[src/rtl/score_display_mux_pkg.sv]
// Shared constants and types for the four-digit score display driver.
package score_display_mux_pkg;

  localparam int unsigned NUM_DIGITS = 4;
  localparam int unsigned SEG_W      = 7;
  localparam int unsigned BCD_W      = 4;

  // Anodes are active-low; AN_MSB marks the leftmost digit before inversion.
  localparam logic [NUM_DIGITS-1:0] AN_OFF = {NUM_DIGITS{1'b1}};
  localparam logic [NUM_DIGITS-1:0] AN_MSB = {1'b1, {(NUM_DIGITS-1){1'b0}}};

  // Active-low segment patterns, bit order {g,f,e,d,c,b,a}.
  localparam logic [SEG_W-1:0] SEG_0    = 7'b1000000;
  localparam logic [SEG_W-1:0] SEG_1    = 7'b1111001;
  localparam logic [SEG_W-1:0] SEG_2    = 7'b0100100;
  localparam logic [SEG_W-1:0] SEG_3    = 7'b0110000;
  localparam logic [SEG_W-1:0] SEG_4    = 7'b0011001;
  localparam logic [SEG_W-1:0] SEG_5    = 7'b0010010;
  localparam logic [SEG_W-1:0] SEG_6    = 7'b0000010;
  localparam logic [SEG_W-1:0] SEG_7    = 7'b1111000;
  localparam logic [SEG_W-1:0] SEG_8    = 7'b0000000;
  localparam logic [SEG_W-1:0] SEG_9    = 7'b0010000;
  localparam logic [SEG_W-1:0] SEG_DASH = 7'b0111111;
  localparam logic [SEG_W-1:0] SEG_OFF  = 7'b1111111;

  // Frame snapshot of the score digits and blanking mode.
  typedef struct packed {
    logic [BCD_W-1:0] bcd1_l;
    logic [BCD_W-1:0] bcd0_l;
    logic [BCD_W-1:0] bcd1_r;
    logic [BCD_W-1:0] bcd0_r;
    logic             blank_lead;
  } digits_t;

  // Counter width for a modulus, never narrower than one bit.
  function automatic int unsigned cnt_w(input int unsigned n);
    return (n < 2) ? 1 : $clog2(n);
  endfunction

endpackage

[src/rtl/score_display_mux_if.sv]
// Score inputs and seven-segment pins between the score logic and the display driver.
interface score_display_mux_if;
  import score_display_mux_pkg::*;

  logic [BCD_W-1:0]      bcd1_l;
  logic [BCD_W-1:0]      bcd0_l;
  logic [BCD_W-1:0]      bcd1_r;
  logic [BCD_W-1:0]      bcd0_r;
  logic                  blank_lead;
  logic                  blink_l;
  logic                  blink_r;
  logic [NUM_DIGITS-1:0] an;
  logic [SEG_W-1:0]      seg;
  logic                  dp;

  modport master (
    output bcd1_l, bcd0_l, bcd1_r, bcd0_r, blank_lead, blink_l, blink_r,
    input  an, seg, dp
  );

  modport slave (
    input  bcd1_l, bcd0_l, bcd1_r, bcd0_r, blank_lead, blink_l, blink_r,
    output an, seg, dp
  );

endinterface

[src/rtl/score_display_mux_bcd_to_7seg.sv]
// Combinational BCD to active-low seven-segment decoder; non-decimal codes show a dash.
module bcd_to_7seg
  import score_display_mux_pkg::*;
(
  input  logic [BCD_W-1:0] bcd_i,
  output logic [SEG_W-1:0] seg_o_c
);

  // Pattern lookup.
  always_comb begin
    seg_o_c = SEG_DASH;
    case (bcd_i)
      4'd0:    seg_o_c = SEG_0;
      4'd1:    seg_o_c = SEG_1;
      4'd2:    seg_o_c = SEG_2;
      4'd3:    seg_o_c = SEG_3;
      4'd4:    seg_o_c = SEG_4;
      4'd5:    seg_o_c = SEG_5;
      4'd6:    seg_o_c = SEG_6;
      4'd7:    seg_o_c = SEG_7;
      4'd8:    seg_o_c = SEG_8;
      4'd9:    seg_o_c = SEG_9;
      default: seg_o_c = SEG_DASH;
    endcase
  end

endmodule

[src/rtl/score_display_mux.sv]
// Time-multiplexed 4-digit score display: anode scan, guard band, tear-free
// frame snapshot, leading-zero blanking and winner blink, registered pins.
module score_display_mux
  import score_display_mux_pkg::*;
#(
  parameter int unsigned DIGIT_TICKS  = 65000,
  parameter int unsigned GUARD_TICKS  = 650,
  parameter int unsigned BLINK_FRAMES = 125
) (
  input  logic         clk,
  input  logic         rst_n,
  score_display_mux_if.slave disp
);

  localparam int unsigned TICK_W  = cnt_w(DIGIT_TICKS);
  localparam int unsigned FRAME_W = cnt_w(BLINK_FRAMES);
  localparam int unsigned SLOT_W  = cnt_w(NUM_DIGITS);

  localparam logic [TICK_W-1:0]  TICK_MAX  = TICK_W'(DIGIT_TICKS - 1);
  localparam logic [TICK_W-1:0]  GUARD_END = TICK_W'(GUARD_TICKS);
  localparam logic [FRAME_W-1:0] FRAME_MAX = FRAME_W'(BLINK_FRAMES - 1);
  localparam logic [SLOT_W-1:0]  SLOT_MAX  = SLOT_W'(NUM_DIGITS - 1);

  logic [TICK_W-1:0]     tick_q, tick_d;
  logic [SLOT_W-1:0]     slot_q, slot_d;
  logic [FRAME_W-1:0]    frame_q, frame_d;
  logic                  hidden_q, hidden_d;
  digits_t               shadow_q, shadow_d;
  logic [NUM_DIGITS-1:0] an_q, an_d;
  logic [SEG_W-1:0]      seg_q, seg_d;
  logic                  dp_q, dp_d;

  logic                  tick_wrap_c;
  logic                  frame_start_c;
  logic                  guard_c;
  logic                  tens_c;
  logic                  left_c;
  logic                  blank_c;
  logic [BCD_W-1:0]      digit_c;
  logic [SEG_W-1:0]      seg_dec_c;

  bcd_to_7seg u_dec (
    .bcd_i   (digit_c),
    .seg_o_c (seg_dec_c)
  );

  // Scan timing, frame snapshot and blink phase next-state.
  always_comb begin
    tick_wrap_c   = (tick_q == TICK_MAX);
    frame_start_c = tick_wrap_c && (slot_q == SLOT_MAX);
    tick_d        = tick_wrap_c ? '0 : tick_q + TICK_W'(1);
    slot_d        = slot_q;
    frame_d       = frame_q;
    hidden_d      = hidden_q;
    shadow_d      = shadow_q;
    if (tick_wrap_c) begin
      slot_d = (slot_q == SLOT_MAX) ? '0 : slot_q + SLOT_W'(1);
    end
    if (frame_start_c) begin
      shadow_d = '{bcd1_l:     disp.bcd1_l,
                   bcd0_l:     disp.bcd0_l,
                   bcd1_r:     disp.bcd1_r,
                   bcd0_r:     disp.bcd0_r,
                   blank_lead: disp.blank_lead};
      if (frame_q == FRAME_MAX) begin
        frame_d  = '0;
        hidden_d = ~hidden_q;
      end else begin
        frame_d = frame_q + FRAME_W'(1);
      end
    end
  end

  // Pin values for the current slot and tick, registered below.
  always_comb begin
    case (slot_q)
      2'd0:    digit_c = shadow_q.bcd1_l;
      2'd1:    digit_c = shadow_q.bcd0_l;
      2'd2:    digit_c = shadow_q.bcd1_r;
      default: digit_c = shadow_q.bcd0_r;
    endcase
    guard_c = (tick_q < GUARD_END);
    tens_c  = ~slot_q[0];
    left_c  = ~slot_q[1];
    blank_c = (tens_c && (digit_c == '0) && shadow_q.blank_lead) ||
              (hidden_q && (left_c ? disp.blink_l : disp.blink_r));
    an_d  = AN_OFF;
    seg_d = SEG_OFF;
    dp_d  = 1'b1;
    if (!guard_c) begin
      an_d  = ~(AN_MSB >> slot_q);
      seg_d = blank_c ? SEG_OFF : seg_dec_c;
      dp_d  = (slot_q != SLOT_W'(1));
    end
  end

  // State and output registers.
  always_ff @(posedge clk or negedge rst_n) begin
    if (!rst_n) begin
      tick_q   <= '0;
      slot_q   <= '0;
      frame_q  <= '0;
      hidden_q <= 1'b0;
      shadow_q <= '0;
      an_q     <= AN_OFF;
      seg_q    <= SEG_OFF;
      dp_q     <= 1'b1;
    end else begin
      tick_q   <= tick_d;
      slot_q   <= slot_d;
      frame_q  <= frame_d;
      hidden_q <= hidden_d;
      shadow_q <= shadow_d;
      an_q     <= an_d;
      seg_q    <= seg_d;
      dp_q     <= dp_d;
    end
  end

  assign disp.an  = an_q;
  assign disp.seg = seg_q;
  assign disp.dp  = dp_q;

endmodule

[src/flat_wrapper.sv]
// flat-port wrapper written by rule: the top's interface ports become plain ports
module score_display_mux_flat import score_display_mux_pkg::*;
#(
  parameter int unsigned DIGIT_TICKS  = 65000,
  parameter int unsigned GUARD_TICKS  = 650,
  parameter int unsigned BLINK_FRAMES = 125
)
  (clk, rst_n, disp_bcd1_l, disp_bcd0_l, disp_bcd1_r, disp_bcd0_r, disp_blank_lead, disp_blink_l, disp_blink_r, disp_an, disp_seg, disp_dp);
  score_display_mux_if disp_i ();
  input  logic clk;
  input  logic rst_n;
  input wire logic [$bits(disp_i.bcd1_l)-1:0] disp_bcd1_l;
  input wire logic [$bits(disp_i.bcd0_l)-1:0] disp_bcd0_l;
  input wire logic [$bits(disp_i.bcd1_r)-1:0] disp_bcd1_r;
  input wire logic [$bits(disp_i.bcd0_r)-1:0] disp_bcd0_r;
  input wire logic [$bits(disp_i.blank_lead)-1:0] disp_blank_lead;
  input wire logic [$bits(disp_i.blink_l)-1:0] disp_blink_l;
  input wire logic [$bits(disp_i.blink_r)-1:0] disp_blink_r;
  output wire logic [$bits(disp_i.an)-1:0] disp_an;
  output wire logic [$bits(disp_i.seg)-1:0] disp_seg;
  output wire logic [$bits(disp_i.dp)-1:0] disp_dp;
  assign disp_i.bcd1_l = disp_bcd1_l;
  assign disp_i.bcd0_l = disp_bcd0_l;
  assign disp_i.bcd1_r = disp_bcd1_r;
  assign disp_i.bcd0_r = disp_bcd0_r;
  assign disp_i.blank_lead = disp_blank_lead;
  assign disp_i.blink_l = disp_blink_l;
  assign disp_i.blink_r = disp_blink_r;
  assign disp_an = disp_i.an;
  assign disp_seg = disp_i.seg;
  assign disp_dp = disp_i.dp;
  score_display_mux #(.DIGIT_TICKS(DIGIT_TICKS), .GUARD_TICKS(GUARD_TICKS), .BLINK_FRAMES(BLINK_FRAMES)) u_core (.clk(clk), .rst_n(rst_n), .disp(disp_i));
endmodule
[config.mk]
export PLATFORM = sky130hd
export DESIGN_NAME = score_display_mux_flat
export DESIGN_NICKNAME = d
export VERILOG_FILES = /design/src/rtl/score_display_mux_pkg.sv /design/src/rtl/score_display_mux_if.sv /design/src/rtl/score_display_mux_bcd_to_7seg.sv /design/src/rtl/score_display_mux.sv /design/src/flat_wrapper.sv
export SDC_FILE = /design/constraint.sdc
export NUM_CORES = 1
export LEC_CHECK = 0
export CAP_MARGIN = 15
export CORE_ASPECT_RATIO = 0.6
export CORE_UTILIZATION = 34
export CTS_BUF_LIST = sky130_fd_sc_hd__clkbuf_16
export CTS_CLUSTER_DIAMETER = 50
export DETAILED_ROUTE_END_ITERATION = 6
export PLACE_DENSITY = 0.56
export RECOVER_POWER = 25
export SYNTH_ARGS = -nofsm -noshare
export SYNTH_HDL_FRONTEND = slang
export SYNTH_SLANG_ARGS = --single-unit
[constraint.sdc]
create_clock -name clk -period 2.2 [get_ports clk]
set_input_delay 0.44 -clock clk [delete_from_list [all_inputs] [get_ports clk]]
set_output_delay 0.44 -clock clk [all_outputs]
set_load 0.05 [all_outputs]
==> impl_metrics.csv, run 1 <==
group,metric,value,unit
outcome,outcome,"complete, no violations",
placed_design,dpl_worst_slack,0.09820,ns
yosys,syn-num-nets,274,
timing,slew_violations,0,
worst_setup_path,timing.critical_path.mode_cell,"buf_4",
floorplanning,die-height,70.97,µm
clock_tree,tritoncts.num_buffers,5,
pwr,switching_power_summed_over_all_nets,0.0004129,W
floorplanning,fp.dieArea,8299,µm²
final_layout,layout-area-overhead-vs-synth,26.18,%
placed_design,detailed_place_hpwl,4075,µm
placed_design,place.gp.congestion,0.7739,
pwr,standby_leakage_power,1.511,nW
final_layout,multi_input_comb_area,1249,µm²
final_layout,finish.instance_area,3401,µm²
hold_path,hold_start,"u_core.tick_q[0]",
timing,timing.final.ws_setup,0.1098,ns
worst_setup_path,slowest_delay,0.41,ns
floorplanning,floorplan.initialDensity,0.3604,
drt,wl,5694,µm
yosys,synthDistinctLibCells,42,
worst_setup_path,critical_path.startpoint_type,"flip-flop",
placed_design,io_buffer_count,32,
pwr,vdd_drop_max,0.0003112,V
pwr,seq_power_share,0.479,
final_layout,diodes,0,
pwr,powerDensity,627.6,nW/µm²
clock_tree,ctsRootBufferMaster,"clkbuf_16",
grt,antenna_found_initial,0,
clock_tree,path_clk_slew,0.07,ns
yosys,ys_warn_count,0,
final_layout,final-instance-count-excl-fill,390,
drt,dr.first_iter.drc_count,121,
worst_setup_path,timing.rr.start,"u_core.slot_q[0]",
worst_setup_path,critical_path.max_fanout,5,
final_layout,drive_gt1_frac,0.2378,
yosys,syn-mean-instance-area,11.09,µm²
pwr,sw_frac_of_total,0.1935,
final_layout,post_route_core_utilization,0.4548,
pwr,power.internal,0.001721,W
clock_tree,ctsLongestPathBuffers,2,
worst_setup_path,critPathSlowestCell,"dfrtp_1",
floorplanning,design.core.area,7477,µm²
drt,via_count,1897,
placed_design,dpl_cells,380,
yosys,ys.flop_type,"dfrtp_1",
worst_setup_path,timing.critical_path.required,2.41,ns
floorplanning,die_width,116.9,µm
pwr,combinational_cell_fraction_of_total_power,0.054,
timing,fmax,478.4,MHz
clock_tree,clk_latency,0.29,ns
yosys,synth_edf_count,0,
timing,layout_worst_path_cycle_share,0.9501,
worst_setup_path,end_kind,"flip-flop",
grt,grt.overflow.total,0,
timing,final-hold-violation-count,0,
grt,track_usage,0.1479,
drt,routed_via_density,4.864,
yosys,yosys_register_bits,54,
clock_tree,numClockSinks,54,
yosys,synth_async_reset_ratio,1.000,
placed_design,placed_cell_area,3188,µm²
grt,grt_max_degree,55,
floorplanning,boundaryPins,33,
floorplanning,num_rows,24,
pwr,clkPwrFrac,0.467,
clock_tree,deepest_level_of_the_cts_h_tree,2,
timing,timing.max_slew.rel_slack,0.1056,
final_layout,regArea,1365,µm²
final_layout,layout_commonest_cell,"dfrtp_1",
timing,final-setup-viol-count,0,
clock_tree,cts_tree,"done",
worst_setup_path,crit_path_start,"u_core.slot_q[0]",
yosys,synth_area,2695,µm²
yosys,ys_seq_area_frac,0.5065,
drt,firstDrtPassIters,4,
timing,clock_skew,0.005560,ns
drt,drt_drc,0,
worst_setup_path,cp.arrival,2.30,ns
flow_run,timing.max_cap.violations,0,
grt,grt_pass1_vias,1744,
worst_setup_path,critical_path_cell_list,"inv_1 -> ha_2 -> a222oi_1 -> mux2i_1 -> buf_4 -> buf_4 -> ha_1 -> nor3_1 -> o31ai_1",
final_layout,filler_cell_count,690,
grt,grt_pass1_wl,9204,µm
timing,finalCriticalPeriod,2.090,ns
yosys,syn-instance-count,243,
timing,worst_pin_slew,1.342,ns
hold_path,worstHoldPathType,"reg2reg",
final_layout,finish.net_count,316,
drt,wl_per_cell,14.60,µm
worst_setup_path,worstSetupPathType,"reg2reg",
drt,ant_nets,0,
final_layout,most-common-layout-cells,"dfrtp_1 (43), clkdlybuf4s50_1 (31), nand2_1 (23), nor2_1 (22), inv_1 (12)",
==> synthesized netlist by cell type, types with 2 or more instances <==
| cell | number | area, µm² |
|---|---|---|
| a21oi_1 | 4 | 20.02 |
| a222oi_1 | 4 | 40.04 |
| and2_1 | 2 | 12.51 |
| and3_1 | 6 | 37.54 |
| and4_1 | 2 | 17.52 |
| buf_2 | 3 | 15.01 |
| buf_6 | 2 | 22.52 |
| clkbuf_1 | 4 | 15.01 |
| dfrtp_1 | 43 | 1076 |
| dfstp_2 | 11 | 289.0 |
| ha_1 | 10 | 125.1 |
| inv_1 | 12 | 45.04 |
| mux2_2 | 11 | 123.9 |
| mux2_4 | 10 | 150.1 |
| mux2i_1 | 3 | 30.03 |
| nand2_1 | 23 | 86.33 |
| nand3_1 | 11 | 55.05 |
| nand4_1 | 4 | 25.02 |
| nor2_1 | 22 | 82.58 |
| nor2b_1 | 3 | 18.77 |
| nor3_1 | 3 | 15.01 |
| nor4_1 | 2 | 12.51 |
| o21ai_0 | 10 | 50.05 |
| o21ai_1 | 8 | 40.04 |
| o31ai_2 | 3 | 37.54 |
| xnor2_1 | 6 | 52.55 |
| xor2_1 | 6 | 52.55 |
==> what timing repair did <==
action / in CTS / in global routing
setup endpoints to repair: 0 / 6
hold buffers: 0 / 0
resized for setup: 0 / 9
buffers inserted: 0 / 2
==> state kept, by name (all words and copies together) (netlist names) <==
| register | flops |
|---|---|
| u_core.tick_q | 16 |
| u_core.shadow_q | 17 |
| u_core.disp.an | 4 |
| u_core.hidden_q | 1 |
| u_core.slot_q | 2 |
| u_core.frame_q | 7 |
| u_core.disp.seg | 7 |
==> kinds of logic after synthesis <==
| group | count (synthesis) | synth area share |
|---|---|---|
| flops | 54 | 0.5065 |
| compound gates | 37 | 0.09425 |
| fa+ha+maj | 10 | 0.04643 |
| simple gates | 84 | 0.1620 |
| mux | 24 | 0.1128 |
| xor+xnor | 12 | 0.03900 |
| buf+inv | 22 | 0.03899 |
==> area by class of cell <==
cell class              instances  share of cell area
flip-flops and latches         54              0.4014
multi-input cells             167              0.3672
repair buffers                 45              0.1244
well taps                     104             0.03826
clock buffers                   5             0.03679
clock inverters                 3             0.01876
inverters                      12             0.01325
==> metrics by stage <==
stage	setup TNS (ns)	hold slack [ns]	power (W)
final	0	0.4598	0.002134
after floorplan	0	0.1444	0.001078
after CTS	0	0.1536	0.002162
after global placement	0	0.4501	0.001155
after detailed placement	0	0.4483	0.001155
after global routing	-0.01576	0.4839	0.002208
==> power groups by stage <==
| stage | sequential [W] | combinational (W) | clock, W |
|---|---|---|---|
| 2_1_floorplan | 0.00103 | 0.0000443 | 0 |
| 3_3_place_gp | 0.00104 | 0.000115 | 0 |
| 3_5_place_dp | 0.00104 | 0.000115 | 0 |
| 4_1_cts | 0.00102 | 0.000116 | 0.00102 |
| 5_1_grt | 0.00102 | 0.000129 | 0.00106 |
| 6_report | 0.00102 | 0.000115 | 0.000997 |
==> critical path, delay by kind of cell (launching register included) <==
kind / cells / cell delay, ns
AO/OA/AOI/OAI: 2 / 0.39
adder cells (fa/ha/maj): 2 / 0.44
buffers and inverters: 3 / 0.41
flip-flops: 1 / 0.41
multiplexers: 1 / 0.16
AND/OR/NAND/NOR: 1 / 0.20
==> worst paths after layout <==
check / end / slack (ns) / depth (start not counted)
worst max-delay path: u_core.disp.seg[1] / 0.11 / 9
worst min-delay path: u_core.tick_q[0] / 0.46 / 1
worst max register to register: u_core.disp.seg[1] / 0.11 / 9
worst min register to register: u_core.tick_q[0] / 0.46 / 1
max in group asynchronous: u_core.tick_q[0] / 0.85 / 2
min in group asynchronous: u_core.tick_q[4] / 0.53 / 2
==> per-layer routing <==
layer,vias to the layer above,share of wire,GRT usage
met5,-,0,0
met1,890,0.59,0.2572
met3,4,0.061,0.03770
met2,63,0.34,0.1696
li1,940,-,-
met4,0,0.0067,0.03376
(Power assumes the default switching activity.)
==> run 2, diff against run 1 <==
==> constraint.sdc (replaced) <==
create_clock -name clk -period 2.2 [get_ports clk]
set_input_delay 0.33 -clock clk [delete_from_list [all_inputs] [get_ports clk]]
set_output_delay 0.33 -clock clk [all_outputs]
set_load 0.05 [all_outputs]
==> run 2 against run 1 <==
Clock skew decreased by 0.00078 ns; combinational power about the same; non-clock buffer count increased by 1; register-to-register slack about the same; clock-buffer cell count unchanged; critical endpoint unchanged.
==> impl_metrics.csv, run 2 (same netlist as run 1, synthesis figures left out) <==
group,metric,value,unit
outcome,outcome,"complete, no violations",
timing,timing.max_slew.rel_slack,0.1002,
final_layout,most-common-layout-cells,"dfrtp_1 (42), clkdlybuf4s50_1 (31), nand2_1 (23), nor2_1 (22), buf_4 (12)",
worst_setup_path,worstSetupPathType,"reg2reg",
flow_run,timing.max_cap.violations,0,
final_layout,finish.instance_area,3413,µm²
grt,track_usage,0.1509,
final_layout,layout-area-overhead-vs-synth,26.65,%
final_layout,layout_commonest_cell,"dfrtp_1",
timing,fmax,479.8,MHz
drt,dr.first_iter.drc_count,135,
drt,firstDrtPassIters,4,
timing,rsz0062_at_grt,"yes",
clock_tree,ctsLongestPathBuffers,2,
timing,worst_pin_slew,1.350,ns
timing,totalNegativeSetupSlack,0,ns
grt,grt_pass1_wl,9301,µm
placed_design,io_buffer_count,32,
pwr,clkPwrFrac,0.439,
timing,slew_violations,0,
pwr,standby_leakage_power,1.511,nW
worst_setup_path,critical_path.startpoint_type,"flip-flop",
floorplanning,die-height,70.97,µm
final_layout,filler_cell_count,695,
clock_tree,deepest_level_of_the_cts_h_tree,2,
final_layout,regArea,1366,µm²
pwr,sw_frac_of_total,0.2070,
worst_setup_path,end_kind,"flip-flop",
drt,routed_via_density,4.872,
clock_tree,ctsRootBufferMaster,"clkbuf_16",
timing,timing.final.ws_setup,0.1159,ns
pwr,power.internal,0.001605,W
clock_tree,cts.hold.buffers_added,0,
final_layout,reg_top3,"u_core.shadow_q x17, u_core.tick_q x16",
final_layout,drive_gt1_frac,0.2474,
timing,clock_skew,0.004783,ns
grt,antenna_found_initial,0,
worst_setup_path,cp.arrival,2.28,ns
floorplanning,num_rows,24,
drt,wl,5733,µm
pwr,vdd_drop_max,0.0003565,V
final_layout,largest-register,"u_core.shadow_q",
timing,layout_worst_path_cycle_share,0.9473,
placed_design,place.gp.congestion,0.7668,
floorplanning,design.core.area,7477,µm²
floorplanning,fp.dieArea,8299,µm²
final_layout,diodes,0,
floorplanning,die_width,116.9,µm
final_layout,multi_input_comb_area,1276,µm²
timing,final-hold-violation-count,0,
pwr,switching_power_summed_over_all_nets,0.0004190,W
clock_tree,tritoncts.num_buffers,5,
pwr,finalPower,0.002024,W
clock_tree,clk_latency,0.29,ns
final_layout,largest_register_ffs,17,
pwr,seq_power_share,0.505,
drt,drt_drc,0,
placed_design,detailed_place_hpwl,4149,µm
worst_setup_path,critical_path.max_fanout,5,
worst_setup_path,timing.critical_path.required,2.39,ns
hold_path,worstHoldPathType,"in2async",
drt,ant_nets,0,
clock_tree,numClockSinks,54,
clock_tree,cts_tree,"done",
clock_tree,path_clk_slew,0.07,ns
grt,grt.overflow.total,0,
drt,via_count,1905,
pwr,combinational_cell_fraction_of_total_power,0.056,
final_layout,finish.net_count,317,
grt,grt_max_degree,55,
pwr,powerDensity,593.0,nW/µm²
drt,wl_per_cell,14.66,µm
floorplanning,boundaryPins,33,
grt,grt_pass1_vias,1721,
timing,final-setup-viol-count,0,
placed_design,placed_cell_area,3176,µm²
floorplanning,floorplan.initialDensity,0.3604,
timing,finalCriticalPeriod,2.084,ns
placed_design,dpl_worst_slack,0.07953,ns
==> run 2: final timing paths <==
| check | from | to | slack [ns] | cells past startpoint |
|---|---|---|---|---|
| max in group asynchronous | rst_n | u_core.slot_q[0] | 0.86 | 2 |
| min | rst_n | u_core.tick_q[4] | 0.43 | 2 |
| min reg2reg | u_core.tick_q[0] | u_core.tick_q[0] | 0.46 | 1 |
| max | u_core.slot_q[1] | u_core.disp.seg[1] | 0.12 | 9 |
| min in group clk | u_core.tick_q[0] | u_core.tick_q[0] | 0.46 | 1 |
| max reg2reg | u_core.slot_q[1] | u_core.disp.seg[1] | 0.12 | 9 |
==> run 2: per-layer routing <==
metal	share of wire	GRT usage	vias to the layer above
met5	0	0	-
met4	0.0077	0.04219	0
met3	0.062	0.04542	4
met2	0.36	0.1703	56
met1	0.57	0.2576	908
li1	-	-	937
==> run 2: area by class of cell <==
cell class	instances	area share
Sequential cell	54	0.4003
Multi-Input combinational cell	167	0.3739
Timing Repair Buffer	46	0.1261
Tap cell	104	0.03812
Clock buffer	5	0.03666
Inverter	12	0.01320
Clock inverter	3	0.01173
==> run 2: per-stage QoR <==
stage	hold slack, ns	cells	utilization
finish	0.4261	391	0.4565
global route	0.4925	391	0.4565
CTS	0.1959	388	0.4468
detailed placement	0.4556	380	0.4247
global placement	0.4509	380	0.4247
floorplan	0.03441	243	-
==> run 2: critical path, cell delays in order (launching register included) <==
cell and delay, ns:
dfrtp_1 0.38, inv_1 0.11, ha_4 0.19, a222oi_1 0.34, mux2i_1 0.16, inv_1 0.10
ha_2 0.18, and3_4 0.19, nor2_1 0.05, o31ai_1 0.28
==> run 2: power groups by stage <==
stage / clock network (W) / logic (W) / registers [W]
after floorplan: 0 / 0.0000443 / 0.00103
after global placement: 0 / 0.000112 / 0.00104
after detailed placement: 0 / 0.000112 / 0.00104
after CTS: 0.000911 / 0.000113 / 0.00102
after global routing: 0.000959 / 0.000127 / 0.00102
final: 0.000889 / 0.000114 / 0.00102
==> run 2: timing repair <==
| action | 4_1_cts | 5_1_grt |
|---|---|---|
| gates resized for setup | 0 | 12 |
| buffers inserted | 0 | 3 |
| endpoints found under the setup margin | 0 | 7 |
| hold endpoints to repair | 0 | 0 |
==> run 3, diff against run 2 <==
Settings changed: DONT_BUFFER_PORTS set to 1, PLACE_DENSITY 0.56 to 0.51.
==> run 3 against run 2 <==
Sequential power is essentially flat; non-clock buffer count shrank 32; core utilization shrank 4.8 points; clock power shrank 2.2%; via count shrank 7.8%; global-route usage shrank 0.38 points; die area is the same; critical path depth shrank 1; first-iteration DRC count shrank 30%; critical path type unchanged.
==> impl_metrics.csv, run 3 (same netlist as run 1, synthesis figures left out) <==
group,metric,value,unit
grt,gr-max-usage-layer,"met1",
worst_setup_path,reg2reg_setup_slack,0.12,ns
placed_design,detailed_place_hpwl,4152,µm
final_layout,largest_register_ffs,17,
drt,ant_nets,0,
grt,grt_util_met1,0.2526,
clock_tree,deepest_level_of_the_cts_h_tree,2,
worst_setup_path,worstSetupPathType,"reg2reg",
floorplanning,die-height,70.97,µm
flow_run,timing.max_cap.violations,0,
final_layout,finish.net_count,285,
grt,grt.overflow.total,0,
final_layout,drive_gt1_frac,0.2441,
clock_tree,cts_setup_buffers,0,
floorplanning,die_width,116.9,µm
timing,final-setup-viol-count,0,
grt,grt_max_degree,55,
timing,fmax,480.0,MHz
worst_setup_path,critical_path.max_fanout,6,
worst_setup_path,r2r_end,"u_core.disp.seg[6]",
timing,timing.final.ws_setup,0.1165,ns
pwr,finalPower,0.001967,W
timing,worst_pin_slew,1.328,ns
pwr,powerDensity,643.9,nW/µm²
clock_tree,cts_tree,"done",
clock_tree,path_clk_slew,0.07,ns
clock_tree,ctsLongestPathBuffers,2,
timing,timing.max_slew.rel_slack,0.1144,
grt,track_usage,0.1471,
drt,via_count,1757,
worst_setup_path,end_kind,"flip-flop",
clock_tree,numClockSinks,54,
timing,rsz0062_at_grt,"yes",
floorplanning,design.core.area,7477,µm²
worst_setup_path,crit_path_start,"u_core.slot_q[0]",
hold_path,worstHoldPathType,"in2reg",
final_layout,largest-register,"u_core.shadow_q",
grt,antenna_found_initial,1,
placed_design,dpl_cells,349,
pwr,standby_leakage_power,1.366,nW
pwr,vdd_drop_max,0.0002767,V
worst_setup_path,timing.rr.start,"u_core.slot_q[0]",
placed_design,dpl_worst_slack,0.06063,ns
drt,dr.first_iter.drc_count,94,
floorplanning,fp.dieArea,8299,µm²
outcome,outcome,"complete, no violations",
pwr,switching_power_summed_over_all_nets,0.0003970,W
final_layout,final-instance-count-excl-fill,359,
grt,grt_use_met3,0.05570,
drt,firstDrtPassIters,4,
placed_design,io_buffer_count,0,
grt,grt_pass1_wl,9011,µm
worst_setup_path,r2r_cells,8,
timing,clock_skew,0.009660,ns
timing,slew_violations,0,
final_layout,most-common-layout-cells,"dfrtp_1 (43), nand2_1 (23), nor2_1 (22), inv_1 (12)",
pwr,clkPwrFrac,0.442,
clock_tree,ctsRootBufferMaster,"clkbuf_16",
timing,finalCriticalPeriod,2.084,ns
final_layout,layout_commonest_cell,"dfrtp_1",
placed_design,place.gp.congestion,0.8071,
pwr,seq_power_share,0.519,
floorplanning,boundaryPins,33,
worst_setup_path,cp.arrival,2.28,ns
timing,final-hold-violation-count,0,
clock_tree,clk_latency,0.29,ns
worst_setup_path,timing.critical_path.required,2.40,ns
grt,globalRouteMet2Util,0.1578,
drt,drt_drc,0,
drt,routed_via_density,4.894,
drt,wl_per_cell,15.45,µm
grt,grt_pass1_vias,1609,
pwr,power.internal,0.001570,W
floorplanning,floorplan.initialDensity,0.3604,
final_layout,reg_top3,"u_core.shadow_q x17, u_core.tick_q x16",
timing,layout_worst_path_cycle_share,0.9471,
worst_setup_path,critical_path.startpoint_type,"flip-flop",
pwr,sw_frac_of_total,0.2018,
floorplanning,num_rows,24,
pwr,combinational_cell_fraction_of_total_power,0.039,
timing,totalNegativeSetupSlack,0,ns
final_layout,layout-area-overhead-vs-synth,13.37,%
worst_setup_path,endpoint,"u_core.disp.seg[6]",
clock_tree,tritoncts.num_buffers,5,
timing,worst_hold_slack,0.1806,ns
drt,wl,5545,µm
run 3: power groups by stage:
stage          registers, W  logic (W)  clock network (W)
2_1_floorplan       0.00103  0.0000443                  0
3_3_place_gp        0.00104  0.0000561                  0
3_5_place_dp        0.00104  0.0000553                  0
4_1_cts             0.00102  0.0000839           0.000895
5_1_grt             0.00102  0.0000881           0.000945
6_report            0.00102  0.0000775           0.000869
run 3: layer usage:
layer / wire length (µm) / vias up
met1: 3283 / 843
li1: - / 873
met5: 0 / -
met2: 1865 / 37
met4: 36 / 0
met3: 360 / 4
run 3: worst min-delay path by stage:
stage | end | depth (start not counted) | slack (ns) | startpoint
after floorplan | u_core.frame_q[0] | 0 | 0.03 | rst_n
after global placement | u_core.tick_q[14] | 0 | 0.04 | rst_n
after detailed placement | u_core.tick_q[14] | 0 | 0.04 | rst_n
after CTS | u_core.shadow_q[2] | 1 | 0.17 | disp_bcd0_r[1]
after global routing | u_core.shadow_q[2] | 1 | 0.17 | disp_bcd0_r[1]
final | u_core.shadow_q[2] | 1 | 0.18 | disp_bcd0_r[1]
run 3: final cells by class:
| type | count | area (µm²) |
|---|---|---|
| Clock buffer | 5 | 125.1 |
| Antenna cell | 1 | 2.502 |
| Inverter | 12 | 45.04 |
| Tap cell | 104 | 130.1 |
| Clock inverter | 2 | 33.78 |
| Multi-Input combinational cell | 167 | 1236 |
| Timing Repair Buffer | 14 | 117.6 |
| Fill cell | 719 | 4422 |
| Sequential cell | 54 | 1365 |
run 3: metrics by stage:
step / utilization / cell area [µm²]
6_report: 0.4086 / 3055
5_1_grt: 0.4083 / 3053
4_1_cts: 0.4098 / 3064
3_5_place_dp: 0.3835 / 2868
3_3_place_gp: 0.3835 / 2868
2_1_floorplan: - / 2695
run 3: critical path, cell delays in order (launching register included):
cell,delay (ns)
dfrtp_1,0.42
inv_1,0.13
ha_2,0.25
a222oi_1,0.10
mux2_4,0.32
ha_1,0.22
and3_1,0.20
a21oi_1,0.23
o21ai_0,0.13
run 3: repair_timing:
action / CTS / global route
resized for setup: 0 / 4
endpoints found under the hold margin: 54 / 0
hold buffers: 2 / 0
setup endpoints to repair: 0 / 7
